<file path="src/rtl/mips_mc_control.sv">
// Multi-cycle MIPS main control FSM with retired-instruction counter.
// Define MIPS_MC_JAL_EN to add the jal state and the reg_ra_sel output.
module mips_mc_control #(
    parameter int CNT_W = 16
) (
    input  logic             clk,
    input  logic             reset,
    input  logic [5:0]       opcode,
    input  logic             mem_ready,
    output logic             PCWrite,
    output logic             PCWriteCond,
    output logic             IorD,
    output logic             MemRead,
    output logic             MemWrite,
    output logic             IRWrite,
    output logic             MemtoReg,
    output logic             RegDst,
    output logic             RegWrite,
    output logic             ALUSrcA,
    output logic [1:0]       ALUSrcB,
    output logic [1:0]       ALUOp,
    output logic [1:0]       PCSource,
    output logic [3:0]       state,
    output logic             illegal_op,
`ifdef MIPS_MC_JAL_EN
    output logic             reg_ra_sel,
`endif
    output logic [CNT_W-1:0] instr_retired
);

    localparam logic [3:0] S_FETCH    = 4'd0;
    localparam logic [3:0] S_DECODE   = 4'd1;
    localparam logic [3:0] S_MEMADR   = 4'd2;
    localparam logic [3:0] S_MEMRD    = 4'd3;
    localparam logic [3:0] S_MEMWB    = 4'd4;
    localparam logic [3:0] S_MEMWR    = 4'd5;
    localparam logic [3:0] S_RTYPE_EX = 4'd6;
    localparam logic [3:0] S_RTYPE_WB = 4'd7;
    localparam logic [3:0] S_BEQ      = 4'd8;
    localparam logic [3:0] S_JUMP     = 4'd9;
    localparam logic [3:0] S_ADDI_EX  = 4'd10;
    localparam logic [3:0] S_ADDI_WB  = 4'd11;
    localparam logic [3:0] S_JAL      = 4'd12;

    localparam logic [5:0] OP_RTYPE = 6'b000000;
    localparam logic [5:0] OP_J     = 6'b000010;
    localparam logic [5:0] OP_JAL   = 6'b000011;
    localparam logic [5:0] OP_BEQ   = 6'b000100;
    localparam logic [5:0] OP_ADDI  = 6'b001000;
    localparam logic [5:0] OP_LW    = 6'b100011;
    localparam logic [5:0] OP_SW    = 6'b101011;

    logic [3:0] state_q;
    logic [3:0] state_d;
    logic       bad_op;
    logic       retire;

    assign state = state_q;

    always_ff @(posedge clk) begin
        if (reset) begin
            state_q <= S_FETCH;
        end else begin
            state_q <= state_d;
        end
    end

    always_comb begin
        state_d = S_FETCH;
        bad_op  = 1'b0;
        case (state_q)
            S_FETCH:    state_d = mem_ready ? S_DECODE : S_FETCH;
            S_DECODE: begin
                case (opcode)
                    OP_LW, OP_SW: state_d = S_MEMADR;
                    OP_RTYPE:     state_d = S_RTYPE_EX;
                    OP_BEQ:       state_d = S_BEQ;
                    OP_J:         state_d = S_JUMP;
                    OP_ADDI:      state_d = S_ADDI_EX;
`ifdef MIPS_MC_JAL_EN
                    OP_JAL:       state_d = S_JAL;
`endif
                    default: begin
                        state_d = S_FETCH;
                        bad_op  = 1'b1;
                    end
                endcase
            end
            S_MEMADR:   state_d = (opcode == OP_LW) ? S_MEMRD : S_MEMWR;
            S_MEMRD:    state_d = mem_ready ? S_MEMWB : S_MEMRD;
            S_MEMWR:    state_d = mem_ready ? S_FETCH : S_MEMWR;
            S_RTYPE_EX: state_d = S_RTYPE_WB;
            S_ADDI_EX:  state_d = S_ADDI_WB;
            default:    state_d = S_FETCH;
        endcase
    end

    // Retirement happens on the edge that leaves the instruction's last state.
    always_comb begin
        case (state_q)
            S_MEMWB, S_RTYPE_WB, S_BEQ, S_JUMP, S_ADDI_WB: retire = 1'b1;
`ifdef MIPS_MC_JAL_EN
            S_JAL:   retire = 1'b1;
`endif
            S_MEMWR: retire = mem_ready;
            default: retire = 1'b0;
        endcase
    end

    always_ff @(posedge clk) begin
        if (reset) begin
            instr_retired <= '0;
            illegal_op    <= 1'b0;
        end else begin
            instr_retired <= instr_retired + CNT_W'(retire);
            illegal_op    <= bad_op;
        end
    end

    always_comb begin
        PCWrite     = 1'b0;
        PCWriteCond = 1'b0;
        IorD        = 1'b0;
        MemRead     = 1'b0;
        MemWrite    = 1'b0;
        IRWrite     = 1'b0;
        MemtoReg    = 1'b0;
        RegDst      = 1'b0;
        RegWrite    = 1'b0;
        ALUSrcA     = 1'b0;
        ALUSrcB     = 2'b00;
        ALUOp       = 2'b00;
        PCSource    = 2'b00;
`ifdef MIPS_MC_JAL_EN
        reg_ra_sel  = 1'b0;
`endif
        case (state_q)
            S_FETCH: begin
                MemRead = 1'b1;
                ALUSrcB = 2'b01;
                IRWrite = mem_ready;
                PCWrite = mem_ready;
            end
            S_DECODE:   ALUSrcB = 2'b11;
            S_MEMADR, S_ADDI_EX: begin
                ALUSrcA = 1'b1;
                ALUSrcB = 2'b10;
            end
            S_MEMRD: begin
                MemRead = 1'b1;
                IorD    = 1'b1;
            end
            S_MEMWB: begin
                RegWrite = 1'b1;
                MemtoReg = 1'b1;
            end
            S_MEMWR: begin
                MemWrite = 1'b1;
                IorD     = 1'b1;
            end
            S_RTYPE_EX: begin
                ALUSrcA = 1'b1;
                ALUOp   = 2'b10;
            end
            S_RTYPE_WB: begin
                RegWrite = 1'b1;
                RegDst   = 1'b1;
            end
            S_BEQ: begin
                ALUSrcA     = 1'b1;
                ALUOp       = 2'b01;
                PCWriteCond = 1'b1;
                PCSource    = 2'b01;
            end
            S_JUMP: begin
                PCWrite  = 1'b1;
                PCSource = 2'b10;
            end
            S_ADDI_WB:  RegWrite = 1'b1;
`ifdef MIPS_MC_JAL_EN
            S_JAL: begin
                PCWrite    = 1'b1;
                PCSource   = 2'b10;
                RegWrite   = 1'b1;
                reg_ra_sel = 1'b1;
            end
`endif
            default: ;
        endcase
        // Reset overrides every enable, even the mem_ready-driven ones.
        if (reset) begin
            PCWrite     = 1'b0;
            PCWriteCond = 1'b0;
            MemRead     = 1'b0;
            MemWrite    = 1'b0;
            IRWrite     = 1'b0;
            RegWrite    = 1'b0;
        end
    end

endmodule

</file>
<file path="config.mk">
export PLATFORM = sky130hd
export DESIGN_NAME = mips_mc_control
export DESIGN_NICKNAME = d
export VERILOG_FILES = /design/src/rtl/mips_mc_control.sv
export SDC_FILE = /design/constraint.sdc
export NUM_CORES = 1
export LEC_CHECK = 0
export CAP_MARGIN = 20
export CORE_MARGIN = 2
export CORE_UTILIZATION = 45
export CTS_CLUSTER_SIZE = 16
export DETAILED_ROUTE_END_ITERATION = 6
export PLACE_DENSITY = 0.87
export SLEW_MARGIN = 20
export SYNTH_ARGS = -nofsm -noshare
export SYNTH_HDL_FRONTEND = slang
export SYNTH_SLANG_ARGS = --single-unit
export TNS_END_PERCENT = 1
</file>
<file path="constraint.sdc">
create_clock -name clk -period 3.9 [get_ports clk]
set_clock_uncertainty 0.2 [all_clocks]
set_input_delay 0.585 -clock clk [delete_from_list [all_inputs] [get_ports clk]]
set_output_delay 0.585 -clock clk [all_outputs]
set_load 0.005 [all_outputs]
</file>
==> results.cfg, run 1 <==
[sta]
post-route-period-util_pct = 81.0
worst_pin_slew_ps = 572
relSlewSlack_pct = 61.8
rsz0062_at_grt = false
worst_slack_ps = 743
slew_viol_final = 0
period_minus_slack_ps = 3160
finalHoldViolCount = 0
tns_ps = 0
maxClockFrequency_mhz = 317
setup_viol = 0

[worst_setup_path]
crit_type = reg -> out
arrival_ps = 2370
slowest_delay_ps = 700
crit_path_top_delay_cell = dfxtp_1
cp_max_fo = 19
crit_family = flip-flops
required_ps = 3120
reg2reg_slack_ps = 880
cp_cell_sequence = nand2b_1, or2_2, a21oi_1, clkdlybuf4s50_1
r2r_start = state[1]
worstSetupEndpointType = output pin
r2r-end = instr_retired[15]
rr_worst_depth = 9
start_kind = register
worst-path-buf-inv = 1

[floorplanning]
initial_core_util_pct = 46.9
fp.dieH_um = 57.2
die_w_um = 57.2
fp.dieArea_um2 = 3270
fp.coreArea_um2 = 2710
num_io_pins = 46
fp-row-count = 19

[detailed_routing]
postRouteAntennaNets = 0
num_vias = 1359
dr.pass1.iters = 6
viasPerCell = 5.76
wl_um = 3330
drtIter0Drc = 43
wire_per_inst_um = 14.1
route.detailed.drc = 0

[clocking]
clock_latency_ps = 300
cts_sinks = 21
clk_pin_slew_ps = 120
h-tree-depth = 1
cts_hold_buf = 0
cts_root_buffer = clkbuf_4
cts_buffer_depth = 2
post_cts_buffers = 0
cts_tree = done
post_cts_resized = 0
cts_buffers = 3

[yosys]
synth_area_leaders = dfxtp_1 33%, a21oi_1 6.3%, nor2_1 5.9%
ys_types = 39
syn_nets = 176
syn_area_per_cell_um2 = 7.70
synthArstFlopShare_pct = 0
synth_flop_cell = dfxtp_1
synth_top_cell_by_area = dfxtp_1
yosysSeqAreaShare_pct = 33.1
synth_edf_count = 0
yosysTopAreaCellShare_pct = 33.1
yosys_warnings = 0
syn_area_um2 = 1270
ys_ff_latch = 21
syn_inst = 165

[placement]
dpl_cell_area_um2 = 1730
hpwl_um = 2480
place_congestion = 0.855
place_ws_ps = 700
port_buffers = 45

[grt]
antenna_found_initial = 0
grt_pass1_wl_um = 5820
grt_start_max_net_pins = 20
gr-total-overflow = 0
first_global_vias = 1287
track_usage_pct = 22.0

[power]
leakagePower_nw = 0.584
p_per_area_nw_per_um2 = 211
ir_drop_uv = 210

[hold_path]
min_path_cells = 2
hold_class = reg -> reg
holdCritStartpoint = instr_retired[15]
min_to = instr_retired[15]

[run_status]
status = finished, final reports clean

[finish]
final_area_um2 = 1750
areaGrowthSynthToFinish_pct = 37.9
drive_gt1_share_pct = 5.85
nets = 217
n_antenna_cell = 0

[run]
maxCapViolCount = 0
cells by family after synthesis:
family | share of synthesized area [%]
fa+ha+maj | 2.76
flops | 33.1
buf+inv | 4.43
simple gates | 35.3
compound gates | 16.8
xor+xnor | 7.58
metrics by stage:
stage | hold slack [ps] | cells | power (mW) | utilization (%)
finish | 296 | 236 | 0.370 | 64.7
global route | 353 | 236 | 0.389 | 64.7
CTS | 309 | 236 | 0.375 | 64.7
detailed placement | 292 | 232 | 0.269 | 63.7
global placement | 265 | 232 | 0.267 | 63.7
floorplan | 268 | 165 | 0.244 | -
how the worst max path moves through the flow:
stage                          from                 to  slack (ps)  depth (start not counted)
after floorplan            state[0]  instr_retired[15]        1290                         11
final                      state[0]         ALUSrcB[1]         740                          4
after global routing       state[0]         ALUSrcB[1]         540                          4
after detailed placement  mem_ready  instr_retired[15]         700                          9
after CTS                  state[0]         ALUSrcB[1]         750                          4
after global placement    mem_ready  instr_retired[15]         800                          9
per-layer routing:
layer | GRT usage, % | wire [um]
met2 | 37.8 | 1620
met3 | 6.12 | 211
met4 | 6.98 | 40
met1 | 26.8 | 1450
met5 | 0 | 0
report_power, final:
group          switching, mW  internal, mW  leakage [nW]  total (mW)
combinational         0.0206        0.0242         0.400      0.0448
clock                 0.0657        0.0399        0.0150       0.106
sequential           0.00421         0.216         0.169       0.220
total                 0.0905         0.280         0.584       0.370
cell usage in the layout, fill, tap and decap left out, types with 2 or more instances in the layout:
| master | instances |
|---|---|
| nor3b_1 | 4 |
| dfxtp_1 | 21 |
| or2_2 | 2 |
| a211oi_1 | 2 |
| clkbuf_4 | 3 |
| nor2_1 | 20 |
| inv_1 | 4 |
| nor3_1 | 6 |
| or4_1 | 3 |
| a21oi_1 | 16 |
| or3_1 | 3 |
| nand2b_1 | 5 |
| xor2_1 | 7 |
| xnor2_1 | 4 |
| ha_1 | 2 |
| nand3_1 | 5 |
| o31ai_1 | 2 |
| nand2_1 | 9 |
| nor2b_1 | 3 |
| nand4_1 | 3 |
| clkdlybuf4s50_1 | 45 |
| or3_2 | 2 |
| nor4_1 | 7 |
| o21bai_1 | 3 |
| o21ai_0 | 7 |
| and3_1 | 2 |
synth_stat cells (all sizes together) (2+ instances only):
master,instances
dfxtp,21
nor2,20
a21oi,16
clkbuf,9
nand2,9
nor4,7
o21ai,7
xor2,7
nand3,6
nor3,6
or3,6
nand2b,5
inv,4
nor3b,4
xnor2,4
and3,3
nand4,3
nor2b,3
o21bai,3
or4,3
a211oi,2
ha,2
o31ai,2
or2,2
sequential cells by signal, summed over array words and instances, names as in the netlist:
| name | cells |
|---|---|
| instr_retired | 16 |
| state | 4 |
| illegal_op | 1 |
cell type report:
type                            instances  area [um2]
Sequential cell                        21         420
Tap cell                               31        38.8
Inverter                                4        15.0
Clock buffer                            4        26.3
Timing Repair Buffer                   46         458
Multi-Input combinational cell        130         795
Fill cell                             248         957
worst min-delay path: stages, from the launching register on:
cell     delay, ps
dfxtp_1        340
o31ai_1         60
a21oi_1         60
No activity file was read; power rests on OpenSTA's default activity.
==> run 2, diff against run 1 <==
Settings changed: CORE_UTILIZATION 45 to 40, PLACE_DENSITY 0.87 to 0.82.
Clock period 3.9 ns to 2.9 ns, I/O delays scaled along.
==> results.cfg, run 2 (same netlist as run 1, synthesis figures left out) <==
[run_status]
status = finished, final reports clean

[placement]
port_buffers = 45
place_congestion = 0.873
dpl_cell_area_um2 = 1810
hpwl_um = 2310

[clocking]
h-tree-depth = 1
post_cts_buffers = 0
clock_latency_ps = 310
cts_buffers = 3
cts_root_buffer = clkbuf_4
clk_pin_slew_ps = 120
cts_tree = done
cts_buffer_depth = 2
cts_sinks = 21

[power]
sw_frac_of_total_pct = 24.4
leakagePower_nw = 0.629
pwr-share-clk_pct = 28.4
p_comb_share_pct = 13.3
p_switching_mw = 0.123
p_total_mw = 0.503
cellInternalPower_mw = 0.380
ir_drop_uv = 199
seqPwrFrac_pct = 58.3
p_per_area_nw_per_um2 = 274

[worst_setup_path]
crit_family = buffers and inverters
worstSetupEndpointType = output pin
worst-path-buf-inv = 2
crit_type = reg -> out
cp_cell_sequence = nand2b_1, buf_4, or2_2, a21oi_1, clkdlybuf4s50_1
cp.depth = 5
arrival_ps = 2070
slowest_delay_ps = 510
cp_max_fo = 9
rr_worst_depth = 9
required_ps = 2270
start_kind = register
crit_path_top_delay_cell = dfxtp_1

[sta]
post-route-period-util_pct = 93.1
tns_ps = 0
setup_viol = 0
period_minus_slack_ps = 2700
finalHoldViolCount = 0
worst_pin_slew_ps = 436
maxClockFrequency_mhz = 370
relSlewSlack_pct = 70.7
slew_viol_final = 0
rsz0062_at_grt = false

[detailed_routing]
postRouteAntennaNets = 0
wire_per_inst_um = 12.0
num_vias = 1383
route.detailed.drc = 0
wl_um = 3100
viasPerCell = 5.36
drtIter0Drc = 39
dr.pass1.iters = 4

[grt]
gr-total-overflow = 0
gr-usage-met1_pct = 24.2
first_global_vias = 1197
grt_start_max_net_pins = 17
grtUsageMet3_pct = 4.69
grt-busiest-layer = met2
track_usage_pct = 18.4
gr-usage-met2_pct = 28.6
grt_pass1_wl_um = 5120
antenna_found_initial = 0

[run]
maxCapViolCount = 0

[floorplanning]
num_io_pins = 46
initial_core_util_pct = 42.0
die_w_um = 60.4
fp.coreArea_um2 = 3030
fp-row-count = 20
fp.dieH_um = 60.4
fp.dieArea_um2 = 3650

[finish]
post-route-util_pct = 60.7
areaGrowthSynthToFinish_pct = 44.6
regMostFlops = instr_retired
largest_register_ffs = 16
final_area_um2 = 1840
nets = 226
final_common_cell = clkdlybuf4s50_1
layout_common_cells = 45 x clkdlybuf4s50_1, 20 x nor2_1, 20 x dfxtp_1
n_antenna_cell = 0
drive_gt1_share_pct = 10.3

[hold_path]
hold_class = reg -> reg
min_path_cells = 2
run 2: cell count changes in the layout (fill, tap and decap cells not counted), sizes merged:
cell / delta
buf: +9
run 2: per-stage QoR:
stage	std cells	hold slack [ps]	worst slack (ps)
6_report	258	307	199
5_1_grt	258	335	69.1
4_1_cts	258	304	113
3_5_place_dp	254	288	39.5
3_3_place_gp	254	266	113
2_1_floorplan	165	268	288
run 2: what timing repair did:
action                     in CTS  in global routing
setup endpoints to repair       0                  1
hold endpoints to repair        0                  0
resized for setup               0                  1
hold buffers                    0                  0
run 2: layout make-up:
cell class / instances / area [um2]
fill: 274 / 1190
multi-input combinational: 130 / 795
timing repair buffer: 55 / 526
sequential: 21 / 422
tap: 44 / 55.1
clock buffer: 4 / 26.3
inverter: 4 / 15.0
run 2: worst reg2reg max path: cells and delay by family, from the launching register on:
family | cells | cell delay (ps)
simple gates | 6 | 1310
flops | 1 | 410
compound gates | 2 | 280
fa+ha+maj | 1 | 190
run 2: final timing paths:
kind | from | to | slack, ps
min reg2reg | instr_retired[15] | instr_retired[15] | 310
max reg2reg | state[0] | instr_retired[15] | 450
max | state[0] | ALUSrcB[1] | 200
min | instr_retired[15] | instr_retired[15] | 310
run 2: power groups by stage:
stage / Combinational [mW] / Clock (mW) / Sequential, mW
2_1_floorplan: 0.0298 / 0 / 0.298
3_3_place_gp: 0.0652 / 0 / 0.299
3_5_place_dp: 0.0661 / 0 / 0.300
4_1_cts: 0.0664 / 0.148 / 0.293
5_1_grt: 0.0736 / 0.157 / 0.294
6_report: 0.0667 / 0.143 / 0.293
run 2: per-layer routing:
layer,share of wire [%],wire [um]
met1,47,1470
met3,5.3,165
met5,0,0
met4,1.3,39
met2,46,1430
